$ cat src/rtl/id_ex_stage.sv
// ID/EX pipeline register with EX-side operand selection feeding the ALU.
// Captures decoded fields and control bits from ID, decodes the ALU operation
// ahead of the register, and forwards EX/MEM and MEM/WB results onto the ALU
// operands and the store data path.
module id_ex_stage #(
    parameter int W = 32
) (
    input  logic         clk,
    input  logic         rst,
    input  logic         stall,
    input  logic         flush,
    input  logic [W-1:0] id_rs_data,
    input  logic [W-1:0] id_rt_data,
    input  logic [W-1:0] id_imm,
    input  logic [4:0]   id_rs,
    input  logic [4:0]   id_rt,
    input  logic [4:0]   id_rd,
    input  logic [5:0]   id_funct,
    input  logic [1:0]   id_alu_op,
    input  logic         id_alu_src,
    input  logic         id_reg_dst,
    input  logic         id_reg_write,
    input  logic         id_mem_read,
    input  logic         id_mem_write,
    input  logic         id_mem_to_reg,
    input  logic         exmem_reg_write,
    input  logic [4:0]   exmem_rd,
    input  logic [W-1:0] exmem_result,
    input  logic         memwb_reg_write,
    input  logic [4:0]   memwb_rd,
    input  logic [W-1:0] memwb_result,
    output logic [W-1:0] alu_a,
    output logic [W-1:0] alu_b,
    output logic [3:0]   alu_opsel,
    output logic [W-1:0] ex_store_data,
    output logic [4:0]   ex_write_reg,
    output logic [4:0]   ex_rs,
    output logic [4:0]   ex_rt,
    output logic         ex_reg_write,
    output logic         ex_mem_read,
    output logic         ex_mem_write,
    output logic         ex_mem_to_reg,
    output logic         ex_valid
);

    // ALU operation encodings
    localparam logic [3:0] OP_AND = 4'h0;
    localparam logic [3:0] OP_OR  = 4'h1;
    localparam logic [3:0] OP_ADD = 4'h2;
    localparam logic [3:0] OP_SUB = 4'h6;
    localparam logic [3:0] OP_SLT = 4'h7;
    localparam logic [3:0] OP_BAD = 4'hF;

    // Maps the main-decoder class and funct field onto an ALU operation.
    // Unknown R-type funct codes map to OP_BAD, which the ALU turns into 0.
    function automatic logic [3:0] alu_decode(input logic [1:0] op, input logic [5:0] funct);
        logic [3:0] sel;
        case (op)
            2'b00:   sel = OP_ADD;
            2'b01:   sel = OP_SUB;
            2'b11:   sel = OP_OR;
            2'b10: begin
                case (funct)
                    6'b100000: sel = OP_ADD;
                    6'b100010: sel = OP_SUB;
                    6'b100100: sel = OP_AND;
                    6'b100101: sel = OP_OR;
                    6'b101010: sel = OP_SLT;
                    default:   sel = OP_BAD;
                endcase
            end
            default: sel = OP_BAD;
        endcase
        return sel;
    endfunction

    logic [W-1:0] rs_data_r;
    logic [W-1:0] rt_data_r;
    logic [W-1:0] imm_r;
    logic [4:0]   rs_r;
    logic [4:0]   rt_r;
    logic [4:0]   write_reg_r;
    logic         alu_src_r;
    logic [3:0]   opsel_r;
    logic         reg_write_r;
    logic         mem_read_r;
    logic         mem_write_r;
    logic         mem_to_reg_r;
    logic         valid_r;

    logic [3:0]   opsel_s;
    logic [4:0]   write_reg_s;
    logic [W-1:0] fwd_a_s;
    logic [W-1:0] fwd_b_s;

    // Resolve the ALU operation and destination register ahead of the pipeline register
    always_comb begin
        opsel_s = alu_decode(id_alu_op, id_funct);
        if (id_reg_dst) begin
            write_reg_s = id_rd;
        end else begin
            write_reg_s = id_rt;
        end
    end

    // Pipeline register: reset and flush both load a bubble, stall holds, otherwise capture ID
    always_ff @(posedge clk or posedge rst) begin
        if (rst) begin
            rs_data_r    <= {W{1'b0}};
            rt_data_r    <= {W{1'b0}};
            imm_r        <= {W{1'b0}};
            rs_r         <= 5'd0;
            rt_r         <= 5'd0;
            write_reg_r  <= 5'd0;
            alu_src_r    <= 1'b0;
            opsel_r      <= 4'h0;
            reg_write_r  <= 1'b0;
            mem_read_r   <= 1'b0;
            mem_write_r  <= 1'b0;
            mem_to_reg_r <= 1'b0;
            valid_r      <= 1'b0;
        end else if (flush) begin
            rs_data_r    <= {W{1'b0}};
            rt_data_r    <= {W{1'b0}};
            imm_r        <= {W{1'b0}};
            rs_r         <= 5'd0;
            rt_r         <= 5'd0;
            write_reg_r  <= 5'd0;
            alu_src_r    <= 1'b0;
            opsel_r      <= 4'h0;
            reg_write_r  <= 1'b0;
            mem_read_r   <= 1'b0;
            mem_write_r  <= 1'b0;
            mem_to_reg_r <= 1'b0;
            valid_r      <= 1'b0;
        end else if (!stall) begin
            rs_data_r    <= id_rs_data;
            rt_data_r    <= id_rt_data;
            imm_r        <= id_imm;
            rs_r         <= id_rs;
            rt_r         <= id_rt;
            write_reg_r  <= write_reg_s;
            alu_src_r    <= id_alu_src;
            opsel_r      <= opsel_s;
            reg_write_r  <= id_reg_write;
            mem_read_r   <= id_mem_read;
            mem_write_r  <= id_mem_write;
            mem_to_reg_r <= id_mem_to_reg;
            valid_r      <= 1'b1;
        end else begin
            valid_r      <= valid_r;
        end
    end

    // Operand forwarding: the younger EX/MEM result wins over MEM/WB; register 0 is never forwarded
    always_comb begin
        if (exmem_reg_write && (exmem_rd != 5'd0) && (exmem_rd == rs_r)) begin
            fwd_a_s = exmem_result;
        end else if (memwb_reg_write && (memwb_rd != 5'd0) && (memwb_rd == rs_r)) begin
            fwd_a_s = memwb_result;
        end else begin
            fwd_a_s = rs_data_r;
        end

        if (exmem_reg_write && (exmem_rd != 5'd0) && (exmem_rd == rt_r)) begin
            fwd_b_s = exmem_result;
        end else if (memwb_reg_write && (memwb_rd != 5'd0) && (memwb_rd == rt_r)) begin
            fwd_b_s = memwb_result;
        end else begin
            fwd_b_s = rt_data_r;
        end
    end

    // Operand B takes the immediate for I-type instructions, else the forwarded rt value
    always_comb begin
        if (alu_src_r) begin
            alu_b = imm_r;
        end else begin
            alu_b = fwd_b_s;
        end
    end

    assign alu_a         = fwd_a_s;
    assign ex_store_data = fwd_b_s;
    assign alu_opsel     = opsel_r;
    assign ex_write_reg  = write_reg_r;
    assign ex_rs         = rs_r;
    assign ex_rt         = rt_r;
    assign ex_reg_write  = reg_write_r;
    assign ex_mem_read   = mem_read_r;
    assign ex_mem_write  = mem_write_r;
    assign ex_mem_to_reg = mem_to_reg_r;
    assign ex_valid      = valid_r;

endmodule

$ cat config.mk
export PLATFORM = sky130hd
export DESIGN_NAME = id_ex_stage
export DESIGN_NICKNAME = d
export VERILOG_FILES = /design/src/rtl/id_ex_stage.sv
export SDC_FILE = /design/constraint.sdc
export NUM_CORES = 1
export LEC_CHECK = 0
export ABC_AREA = 1
export CAP_MARGIN = 10
export CORE_MARGIN = 8
export CORE_UTILIZATION = 35
export CTS_CLUSTER_DIAMETER = 200
export DETAILED_ROUTE_END_ITERATION = 8
export PLACE_DENSITY_LB_ADDON = 0.05
export SKIP_LAST_GASP = 1
export SLEW_MARGIN = 5
export SYNTH_ARGS = -nofsm -noshare
export SYNTH_HDL_FRONTEND = slang
export SYNTH_SLANG_ARGS = --single-unit
$ cat constraint.sdc
create_clock -name clk -period 5 [get_ports clk]
set_input_delay 1 -clock clk [delete_from_list [all_inputs] [get_ports clk]]
set_output_delay 1 -clock clk [all_outputs]
set_load 0.05 [all_outputs]
==> results.py <==
metrics = {
    "run_status": {
        "status": "finished, final reports clean",
    },
    "global_routing": {
        "grt_pass1_wl_um": 51000,
        "grt_max_degree": 93,
        "grt_pass1_vias": 8986,
        "antenna_found_initial": 4,
        "grtUsageTotal_pct": 24.9,
        "grt_overflow_total": 0,
    },
    "worst_hold_path": {
        "holdPathEnd": "imm_r[0]",
        "hp-start": "imm_r[0]",
        "worstHoldPathType": "register to register",
        "hold_path_depth": 2,
    },
    "route": {
        "firstDrtPassIters": 5,
        "vias": 8420,
        "wl_met3_um": 2660,
        "wl_met2_um": 15100,
        "wirelength_um": 32600,
        "routedLengthMet1_um": 13800,
        "avgRoutedWirePerCell_um": 19.6,
        "drc": 0,
        "routed.top_layer": "met4",
        "drtAntennaViolNets": 0,
        "drt-initial-drc-count": 599,
        "via_per_inst": 5.06,
    },
    "yosys": {
        "synth-edff-count": 0,
        "syn_area_mm2": 0.00744,
        "synth_top_area_share_pct": 40.7,
        "syn_nets": 1294,
        "yosysSeqAreaShare_pct": 40.7,
        "synth_area_leaders": "dfrtp_1, nand3_1, nand2_1",
        "yosys_warnings": 0,
        "synthTopCellsByCount": "nand2_1, nand3_1, dfrtp_1, inv_1, o21ai_0",
        "yosysMostFrequentCell": "nand2_1",
        "async_reset_ff_share_pct": 100,
        "syn_inst": 1089,
        "synth_ff_type": "dfrtp_1",
        "yosysTopAreaCell": "dfrtp_1",
        "synth_seq_cells": 121,
        "avgSynthCellArea_um2": 6.83,
        "ys_types": 24,
    },
    "setup_path": {
        "critPathKind": "input port to output port",
        "reg2reg_to": "alu_src_r",
        "reg2reg_setup_slack_ns": 3.41,
        "endpoint_kind": "output port",
        "rr_worst_depth": 3,
        "r2r_start": "alu_src_r",
        "crit_path_start_kind": "input port",
        "critPathMaxFanout": 32,
        "critPathArrivalTime_ns": 3.40,
        "required_ns": 4.00,
    },
    "power": {
        "p_leak_uw": 0.00584,
        "powerDensity_mw_per_mm2": 292,
        "ir_worst_vdd_v": 0.000240,
    },
    "clock_tree": {
        "post_cts_buffers": 0,
        "cts_resized": 0,
        "cts-root-buf": "clkbuf_16",
        "cts_buffers": 17,
        "holdBufCountCts": 0,
        "cts.path.max_buffers": 2,
        "clock_latency_ns": 0.42,
        "clock_sinks": 121,
        "clk_pin_slew_ns": 0.05,
        "cts.htree.levels": 4,
        "cts_tree": "done",
    },
    "layout": {
        "utilization_pct": 55.7,
        "fillers": 2093,
        "drive_gt1_share_pct": 11.4,
        "nets": 1578,
        "final_cells": 1664,
        "area_delta_synth_final_pct": 57.0,
        "reg.largest.list": "imm_r x32, rs_data_r x32, rt_data_r x32",
    },
    "flow_run": {
        "maxCapViolations": 0,
    },
    "timing": {
        "grt_setup_unrepaired": "false",
        "drv_slew": 0,
        "final.setup.worst_slack_ns": 0.598,
        "slew_headroom_pct": 41.8,
        "max_freq_ghz": 0.227,
        "worst_pin_slew_ns": 0.872,
        "tns_ns": 0,
        "setup_viol": 0,
        "post-route-min-period_ns": 4.40,
        "min_period_over_period_pct": 88.0,
        "hold_violations": 0,
        "finalClockSkew_ns": 0,
    },
    "floorplanning": {
        "core_mm2": 0.0210,
        "initial_core_util_pct": 35.5,
        "die_h_um": 162,
        "io_pins": 325,
        "die_area_mm2": 0.0262,
        "fp-row-count": 53,
        "die_w_um": 162,
    },
    "placement": {
        "gp_congestion": 0.829,
        "dp_slack_ns": 0.582,
        "dp_hpwl_um": 22300,
        "placedCellCount": 1629,
        "io_buffers": 324,
    },
}
## through the flow
step                area [um2]  power, uW  hold slack [ns]
global route             11700       3550            0.523
detailed placement       11000       2110            0.494
global placement         11000       2100            0.490
CTS                      11700       3430            0.508
floorplan                 7440       1620            0.475
finish                   11700       3410            0.504
## critical path: stages
cell and delay [ns]:
clkdlybuf4s50_1 0.52, xnor2_1 0.14, nand2_1 0.12, nor2_1 0.13, nand3_2 0.68, nand3_1 0.38
and2_1 0.20, buf_4 0.21
## cell type report
| type | instances | area, um2 | area share [%] |
|---|---|---|---|
| clock inverter | 8 | 143 | 1.22 |
| timing repair buffer | 343 | 3560 | 30.4 |
| sequential | 121 | 3030 | 25.9 |
| clock buffer | 23 | 478 | 4.09 |
| antenna | 4 | 10.0 | 0.0857 |
| tap | 275 | 344 | 2.95 |
| inverter | 118 | 448 | 3.84 |
| multi-input combinational | 772 | 3670 | 31.5 |
## cells in the final DEF (no fill, tap or decap), types with 2 or more instances in the layout
| cell type | instances |
|---|---|
| xnor2_1 | 8 |
| nand2_1 | 323 |
| bufinv_16 | 4 |
| buf_12 | 33 |
| a21oi_1 | 7 |
| nor3_4 | 2 |
| clkbuf_1 | 3 |
| clkdlybuf4s50_1 | 227 |
| buf_4 | 83 |
| nor2_4 | 5 |
| inv_1 | 116 |
| nor3_1 | 3 |
| and2_1 | 32 |
| clkinv_2 | 3 |
| xor2_1 | 11 |
| o21ai_1 | 20 |
| dfrtp_1 | 121 |
| clkbuf_8 | 3 |
| nor2_1 | 12 |
| nand4_1 | 33 |
| clkbuf_16 | 17 |
| diode_2 | 4 |
| nand3_1 | 252 |
| nand2_2 | 2 |
| o21ai_0 | 57 |
| nand3_2 | 3 |
## report_power, final
part | switching [uW] | internal (uW) | total (uW)
clock network | 454 | 869 | 1320
registers | 30.7 | 1030 | 1070
logic | 629 | 392 | 1020
total | 1110 | 2300 | 3410
## layer usage
| layer | vias up | global-route usage [%] |
|---|---|---|
| met3 | 57 | 6.96 |
| met4 | 0 | 11.2 |
| li1 | 4088 | - |
| met1 | 3922 | 30.9 |
| met5 | - | 0 |
| met2 | 353 | 39.6 |
## cell families after synthesis
family | share of synthesized area [%]
AO/OA/AOI/OAI | 5.85
AND/OR/NAND/NOR | 40.7
buffers and inverters | 10.5
XOR/XNOR | 2.24
flip-flops | 40.7
## how the worst max path moves through the flow
stage,start,end,slack [ns],depth (start not counted)
after floorplan,rst,alu_opsel[0],0.79,1
after global placement,exmem_rd[1],alu_b[23],0.62,9
after detailed placement,exmem_rd[0],ex_store_data[1],0.58,8
after CTS,exmem_rd[0],ex_store_data[1],0.56,8
after global routing,exmem_rd[0],alu_b[27],0.38,9
final,exmem_rd[0],ex_store_data[1],0.60,8
(Power assumes the default switching activity.)
